`config.mk`:
```
export PLATFORM = sky130hd
export DESIGN_NAME = mbldcm_hall_decoder
export DESIGN_NICKNAME = d
export VERILOG_FILES = /design/src/rtl/mbldcm_hall_decoder.sv
export SDC_FILE = /design/constraint.sdc
export NUM_CORES = 1
export LEC_CHECK = 0
export BUFFER_PORTS_ARGS = -buffer_cell sky130_fd_sc_hd__buf_4
export CAP_MARGIN = 10
export CORE_MARGIN = 3
export CORE_UTILIZATION = 40
export DETAILED_ROUTE_END_ITERATION = 10
export PLACE_DENSITY_LB_ADDON = 0.15
export SETUP_SLACK_MARGIN = 0.5
export SYNTH_ARGS = -nofsm -noshare
export SYNTH_HDL_FRONTEND = slang
export SYNTH_SLANG_ARGS = --single-unit
```
`constraint.sdc`:
```
create_clock -name iClock -period 4.1 [get_ports iClock]
set_input_delay 0 -clock iClock [delete_from_list [all_inputs] [get_ports iClock]]
set_output_delay 0 -clock iClock [all_outputs]
set_load 0.02 [all_outputs]
```
`src/rtl/mbldcm_hall_decoder.sv`:
```
// mbldcm_hall_decoder: filtered Hall decoder producing phase, direction, edge period and stall/error flags
module mbldcm_hall_decoder #(
  parameter logic [31:0] pFilterCycles = 32'd8,
  parameter logic [31:0] pStallCycles  = 32'd50_000_000
) (
  input  logic        iClock,
  input  logic        iReset,
  input  logic [2:0]  iHall,
  input  logic        iEnable,
  input  logic        iClearError,
  output logic [2:0]  oPhaseUpdate,
  output logic        oLatchPhaseUpdate,
  output logic        oPhaseValid,
  output logic        oDirection,
  output logic [31:0] oPeriod,
  output logic        oPeriodValid,
  output logic        oStall,
  output logic        oHallError
);
  logic [2:0]  sync1_q, sync1_d, sync2_q, sync2_d, cand_q, cand_d, stable_q, stable_d, phase_q, phase_d;
  logic [31:0] filt_q, filt_d, cnt_q, cnt_d, period_q, period_d;
  logic        latch_q, latch_d, valid_q, valid_d, dir_q, dir_d, pv_q, pv_d;
  logic        stall_q, stall_d, err_q, err_d, last_adj_q, last_adj_d;
  logic        accept, code_ok, fwd, rev, adj, acc_v, acc_adj, stall_hit;
  logic [2:0]  p, q_next, q_prev;

  // filter the synchronised code, decode it and work out every output update for this edge
  always_comb begin
    code_ok   = cand_q != 3'b000 && cand_q != 3'b111;
    p         = cand_q == 3'b001 ? 3'd0 : cand_q == 3'b011 ? 3'd1 : cand_q == 3'b010 ? 3'd2 :
                cand_q == 3'b110 ? 3'd3 : cand_q == 3'b100 ? 3'd4 : 3'd5;
    q_next    = phase_q == 3'd5 ? 3'd0 : phase_q + 3'd1;
    q_prev    = phase_q == 3'd0 ? 3'd5 : phase_q - 3'd1;
    accept    = cand_q == sync2_q && cand_q != stable_q && filt_q == pFilterCycles - 32'd1;
    fwd       = valid_q && p == q_next;
    rev       = valid_q && p == q_prev;
    adj       = fwd || rev;
    acc_v     = accept && code_ok;
    acc_adj   = acc_v && adj;
    stall_hit = cnt_q >= pStallCycles;
    sync1_d    = iHall;
    sync2_d    = sync1_q;
    cand_d     = sync2_q;
    filt_d     = (cand_q != sync2_q || cand_q == stable_q || accept) ? 32'd0 : filt_q + 32'd1;
    stable_d   = accept ? cand_q : stable_q;
    cnt_d      = acc_v ? 32'd1 : (&cnt_q) ? cnt_q : cnt_q + 32'd1;
    phase_d    = acc_v ? p : phase_q;
    latch_d    = acc_v && iEnable;
    valid_d    = accept ? code_ok : valid_q;
    dir_d      = (acc_v && fwd) ? 1'b1 : (acc_v && rev) ? 1'b0 : dir_q;
    period_d   = acc_adj ? cnt_q : period_q;
    pv_d       = acc_adj ? (last_adj_q && !stall_q) : (stall_hit && !acc_v) ? 1'b0 : pv_q;
    stall_d    = acc_v ? 1'b0 : stall_hit ? 1'b1 : stall_q;
    last_adj_d = acc_v ? adj : last_adj_q;
    err_d      = ((accept && !code_ok) || (acc_v && valid_q && !adj)) ? 1'b1 : iClearError ? 1'b0 : err_q;
  end

  // state registers, cleared immediately by reset
  always_ff @(posedge iClock or posedge iReset) begin
    if (iReset) begin
      sync1_q    <= '0;
      sync2_q    <= '0;
      cand_q     <= '0;
      stable_q   <= '0;
      filt_q     <= '0;
      cnt_q      <= '0;
      phase_q    <= '0;
      latch_q    <= 1'b0;
      valid_q    <= 1'b0;
      dir_q      <= 1'b0;
      period_q   <= '0;
      pv_q       <= 1'b0;
      stall_q    <= 1'b0;
      err_q      <= 1'b0;
      last_adj_q <= 1'b0;
    end else begin
      sync1_q    <= sync1_d;
      sync2_q    <= sync2_d;
      cand_q     <= cand_d;
      stable_q   <= stable_d;
      filt_q     <= filt_d;
      cnt_q      <= cnt_d;
      phase_q    <= phase_d;
      latch_q    <= latch_d;
      valid_q    <= valid_d;
      dir_q      <= dir_d;
      period_q   <= period_d;
      pv_q       <= pv_d;
      stall_q    <= stall_d;
      err_q      <= err_d;
      last_adj_q <= last_adj_d;
    end
  end

  assign oPhaseUpdate      = phase_q;
  assign oLatchPhaseUpdate = latch_q;
  assign oPhaseValid       = valid_q;
  assign oDirection        = dir_q;
  assign oPeriod           = period_q;
  assign oPeriodValid      = pv_q;
  assign oStall            = stall_q;
  assign oHallError        = err_q;
endmodule
```
# Yosys cells after proc, flatten, opt, wreduce, memory -nomap -nowiden
# Index checks and enable logic that the tools add are counted.
# Widths: inputs -> output; s select.
[word_totals]
register_bits = 118
input_bits = 7
output_inout_bits = 41
elab_cells = 83
[classes]
addsub = 4
n_lt_le_gt_ge = 1
eq_ne = 15
mux = 18
reduce_logical = 30
[op_table]
columns = ["cell", "count"]
rows = [
  ["$mux 32", 3],
  ["$add 32x1->32 const B", 2],
  ["$eq 32x3->1 const B", 1],
  ["$ge 32x26->1 const B", 1],
  ["$reduce_and 32->1", 1],
  ["$mux 3", 6],
  ["$logic_and 1x1->1", 15],
  ["$eq 3x3->1", 4],
  ["$eq 3x3->1 const B", 3],
  ["$mux 1", 9],
  ["$reduce_bool 2->1", 4],
  ["$eq 3x2->1 const B", 2],
  ["$ne 3x3->1", 2],
  ["$logic_not 1->1", 4],
  ["$logic_or 1x1->1", 4],
  ["$add 3x1->3 const B", 1],
  ["$eq 3x1->1 const B", 1],
  ["$logic_not 3->1", 1],
  ["$ne 3x3->1 const B", 1],
  ["$reduce_bool 3->1", 1],
  ["$sub 3x1->3 const B", 1],
  ["$ne 2x2->1 const B", 1],
]

# Depth between registers and ports, before layout
[logic_depth]
depth_word = 13
depth_mapped = 10
ltp_nobuf = 7

# Worst setup path after synthesis
# No wires, ideal clock.
[synth_timing]
path_type = "flip-flop to flip-flop"
from = "reg cand_q[1]"
to = "reg pv_q, in the netlist oPeriodValid"
setup_ps = 130
t_arrival_ps = 2072
t_required_ps = 3970
slack_ps = 1897
path_stages_with_launch = 10
path_buffers = 3
path_cell_list = "dfrtp_1 -> buf_2 -> xnor2_1 -> a311o_1 -> a2111oi_4 -> nand4_1 -> buf_2 -> buf_6 -> o211ai_2 -> o31ai_2"
[synth_via]
elab_chain_len = 11
[synth_lines]
columns = ["element", "line_no", "rtl"]
rows = [
  ["start, declared", "20", "logic [2:0] sync1_q, sync1_d, sync2_q, sync2_d, cand_q, cand_d, stable_q, stable_d, phase_q, phase_d;"],
  ["start signal, assigned", "79", "cand_q <= cand_d;"],
  ["$eq 3x3->1", "31", "cand_q == 3'b110 ? 3'd3 : cand_q == 3'b100 ? 3'd4 : 3'd5;"],
  ["$mux 1", "31", ""],
  ["$mux 3", "31", ""],
  ["$mux 3 (3 in series)", "30", "p = cand_q == 3'b001 ? 3'd0 : cand_q == 3'b011 ? 3'd1 : cand_q == 3'b010 ? 3'd2 :"],
  ["$eq 3x3->1 (on tied branches)", "35, 36", ""],
  ["$logic_and 1x1->1 (on tied branches)", "35, 36", ""],
  ["$logic_or 1x1->1", "37", "adj = fwd || rev;"],
  ["$logic_and 1x1->1", "39", "acc_adj = acc_v && adj;"],
  ["$mux 1 / $reduce_bool 2->1 (equally long branches)", "--", ""],
  ["end signal, assigned", "88", "pv_q <= pv_d;"],
  ["end, declared", "22", "logic latch_q, latch_d, valid_q, valid_d, dir_q, dir_d, pv_q, pv_d;"],
]
# Several ways; a longest one is shown, not always the timed one.
# A chain may end at the register's enable or synchronous reset.

# Final worst setup path
[layout_timing]
from = "reg cand_q[1]"
to = "reg period_q[31], in the netlist oPeriod[31]"
[layout_via]
elab_chain_len = 10
[layout_lines]
columns = ["element", "line_no", "rtl"]
rows = [
  ["$eq 3x3->1", "31", ""],
  ["$mux 1", "31", ""],
  ["$mux 3", "31", ""],
  ["$mux 3 (3 in series)", "30", ""],
  ["$eq 3x3->1 (on tied branches)", "35, 36", ""],
  ["$logic_and 1x1->1 (on tied branches)", "35, 36", ""],
  ["$logic_or 1x1->1", "37", ""],
  ["$logic_and 1x1->1 *", "39", ""],
  ["end signal, assigned", "87", "period_q <= period_d;"],
  ["end, declared", "21", "logic [31:0] filt_q, filt_d, cnt_q, cnt_d, period_q, period_d;"],
]
# Every way passes the cells marked *; elsewhere a longest branch is shown, timed or not.

==> results.sh <==
export IMPL_worstMarginPinSlew_ns=0.969
export IMPL_postRouteAntennaNets=0
export IMPL_clock_latency_ns=0.41
export IMPL_grt_setup_unrepaired="false"
export IMPL_ctsHtreeMaxLevel=4
export IMPL_drcViolationCount=0
export IMPL_fill_cells=1238
export IMPL_ys_seq_area_frac=0.532
export IMPL_grt_max_degree=80
export IMPL_fp_dieW_um=124
export IMPL_period_share=0.720
export IMPL_crit_path_end_kind="flop"
export IMPL_path_max_fanout=39
export IMPL_cp_depth=6
export IMPL_max_freq_mhz=339
export IMPL_synth_seq_cells=118
export IMPL_design_core_area_mm2=0.0134
export IMPL_required_ns=4.39
export IMPL_fin_skew_ns=0.00864
export IMPL_nNetsFinal=602
export IMPL_cts_buffers=17
export IMPL_start_util=0.414
export IMPL_hp_class="in2reg"
export IMPL_grt_pass1_wl_mm=19.4
export IMPL_ys_warn_count=0
export IMPL_hold_violations=0
export IMPL_synth_cell_type_count=45
export IMPL_grt_usage=0.162
export IMPL_synth_common_cells="118 x dfrtp_1, 87 x nor2_1, 41 x xnor2_1"
export IMPL_synth_area_leaders="dfrtp_1 53%, mux2_2 6.5%, xnor2_1 6.5%, nor2_1 5.9%, xor2_1 3.9%"
export IMPL_clock_root_buffer="clkbuf_16"
export IMPL_synth_edf_count=0
export IMPL_hp_start="iHall[1]"
export IMPL_gp_congestion=0.777
export IMPL_p_leak_uw=0.00301
export IMPL_viasPerCell=5.05
export IMPL_die_area_mm2=0.0153
export IMPL_io_pins=48
export IMPL_drive_above_1_share=0.200
export IMPL_design_area_mm2=0.00676
export IMPL_async_reset_ff_frac=1.00
export IMPL_hold_end="sync1_q[1]"
export IMPL_crit_arrival_ns=3.25
export IMPL_rows=42
export IMPL_worst_r2r_setup_slack_ns=1.15
export IMPL_port_buffers=47
export IMPL_wire_per_inst_um=14.4
export IMPL_worst_path_buf_inv=1
export IMPL_grt_overflow=0
export IMPL_n_antenna_cell=0
export IMPL_ir_drop_uv=234
export IMPL_status="finished, final reports clean"
export IMPL_route_top_layer_used="met4"
export IMPL_syn_to_final_growth_pct=21.9
export IMPL_antenna_found_initial=0
export IMPL_clockBufferDepth=2
export IMPL_yosysMostFrequentCell="dfrtp_1"
export IMPL_place_inst=743
export IMPL_postSynthAreaPerCell_um2=10.3
export IMPL_yosys_area_top_type="dfrtp_1"
export IMPL_start_kind="flop"
export IMPL_reg2regPathDepth=6
export IMPL_r2r_end="oPeriod[31]"
export IMPL_slowest_stage="a2111oi_4"
export IMPL_drt_pre_antenna_iters=4
export IMPL_drv_cap=0
export IMPL_synth_flop_cell="dfrtp_1"
export IMPL_path_delay_family="compound AO/OA/AOI/OAI gates"
export IMPL_crit_reg2reg_launch="cand_q[1]"
export IMPL_power_per_cell_area_mw_per_mm2=422
export IMPL_first_iter_violations=207
export IMPL_whs_path_depth=2
export IMPL_slowest_delay_ns=0.77
export IMPL_met3_wirelength_um=415
export IMPL_final_cells=781
export IMPL_slew_headroom=0.354
export IMPL_die_h_um=124
export IMPL_synth_top_area_frac=0.532
export IMPL_maxSlewViolCount=0
export IMPL_path_cells="xnor2_1, a311o_1, a2111oi_4, nand4_1, buf_4, mux2_2"
export IMPL_ctsResizeCount=0
export IMPL_via_count=3942
export IMPL_fin_crit_ns=2.95
export IMPL_drt_total_wl_mm=11.2
export IMPL_syn_nets=546
export IMPL_grt_pass1_vias=4025
export IMPL_place_area_mm2=0.00606
export IMPL_clk_pin_slew_ns=0.05
export IMPL_clkSinkCount=118
export IMPL_netlist_area_mm2=0.00555
export IMPL_dp_hpwl_mm=7.37
export IMPL_critPathKind="reg2reg"
export IMPL_drt_met1_wl_mm=5.36
export IMPL_synthesis_instances=536
export IMPL_wl_met2_mm=5.28
export IMPL_fin_setup_tns_ns=0
export IMPL_cts_tree="done"
export IMPL_finalSetupViolCount=0
==> what timing repair did <==
action	in CTS	in global routing
endpoints found under the hold margin	83	0
buffers inserted	0	0
hold buffers	6	0
setup endpoints to repair	0	0
==> flip-flops by register name, summed over array words and instances (netlist names) <==
| signal | count |
|---|---|
| oPhaseValid | 1 |
| last_adj_q | 1 |
| cnt_q | 32 |
| oPeriod | 32 |
| oStall | 1 |
| sync1_q | 3 |
| oPhaseUpdate | 3 |
| oPeriodValid | 1 |
| cand_d | 3 |
| stable_q | 3 |
| filt_q | 32 |
| oDirection | 1 |
| cand_q | 3 |
| oHallError | 1 |
| oLatchPhaseUpdate | 1 |
==> cell usage in the layout, fill, tap and decap left out, drive strengths merged, types with 2 or more instances in the layout <==
cell type and instances:
a21oi 14, a31oi 2, and2 4, and3 9
and4 8, buf 51, bufinv 5, clkbuf 23
clkinv 3, dfrtp 118, dlygate4sd3 6, ha 3
inv 16, mux2 32, nand2 40, nand2b 4
nand3 28, nand4 17, nor2 87, nor2b 2
nor3 18, nor4 9, o211ai 2, o21ai 13
o2bb2ai 2, or2 2, or3 4, xnor2 41
xor2 25
==> final cells by class <==
type                       count  area [um2]  area share
sequential                   118        2950       0.437
inverter                      16        62.6     0.00925
clock inverter                 9         173      0.0255
timing repair buffer          57         443      0.0655
clock buffer                  23         468      0.0692
tap                          176         220      0.0326
multi-input combinational    382        2440       0.361
==> per-stage QoR <==
stage	power, uW	utilization	worst slack [ns]	hold WS [ns]
after global placement	1260	0.452	1.24	0.110
after floorplan	1240	-	0.971	0.0314
final	2860	0.505	1.15	0.241
after global routing	2960	0.505	0.926	0.241
after CTS	2890	0.505	1.15	0.219
after detailed placement	1260	0.452	1.16	0.113
==> metal layers <==
layer  GRT usage  vias to the layer above
li1            -                     1963
met1       0.212                     1909
met2       0.253                       56
met3      0.0472                       14
met4      0.0644                        0
met5           0                        -
==> report_power, final <==
group          switching (uW)  internal, uW  total, uW  leakage, uW
clock                     510          1110       1620     0.000311
combinational            40.5          18.9       59.3      0.00109
sequential               8.28          1170       1180      0.00161
total                     559          2300       2860      0.00301
==> worst max-delay path by stage <==
stage | to | startpoint | slack (ns)
5_1_grt | oPeriod[30] | cand_q[1] | 0.93
4_1_cts | oPeriod[31] | cand_q[1] | 1.15
3_5_place_dp | oPeriod[31] | filt_q[0] | 1.16
2_1_floorplan | cand_d[0] | iReset | 0.97
3_3_place_gp | oPeriod[27] | cand_q[1] | 1.24
6_report | oPeriod[31] | cand_q[1] | 1.15
==> cell families after synthesis <==
group	share of synthesized area
multiplexers	0.0708
XOR/XNOR	0.104
AO/OA/AOI/OAI	0.0557
adder cells (fa/ha/maj)	0.00677
buffers and inverters	0.0280
flip-flops	0.532
AND/OR/NAND/NOR	0.202
Note: power is estimated with default switching activity, not from simulation.
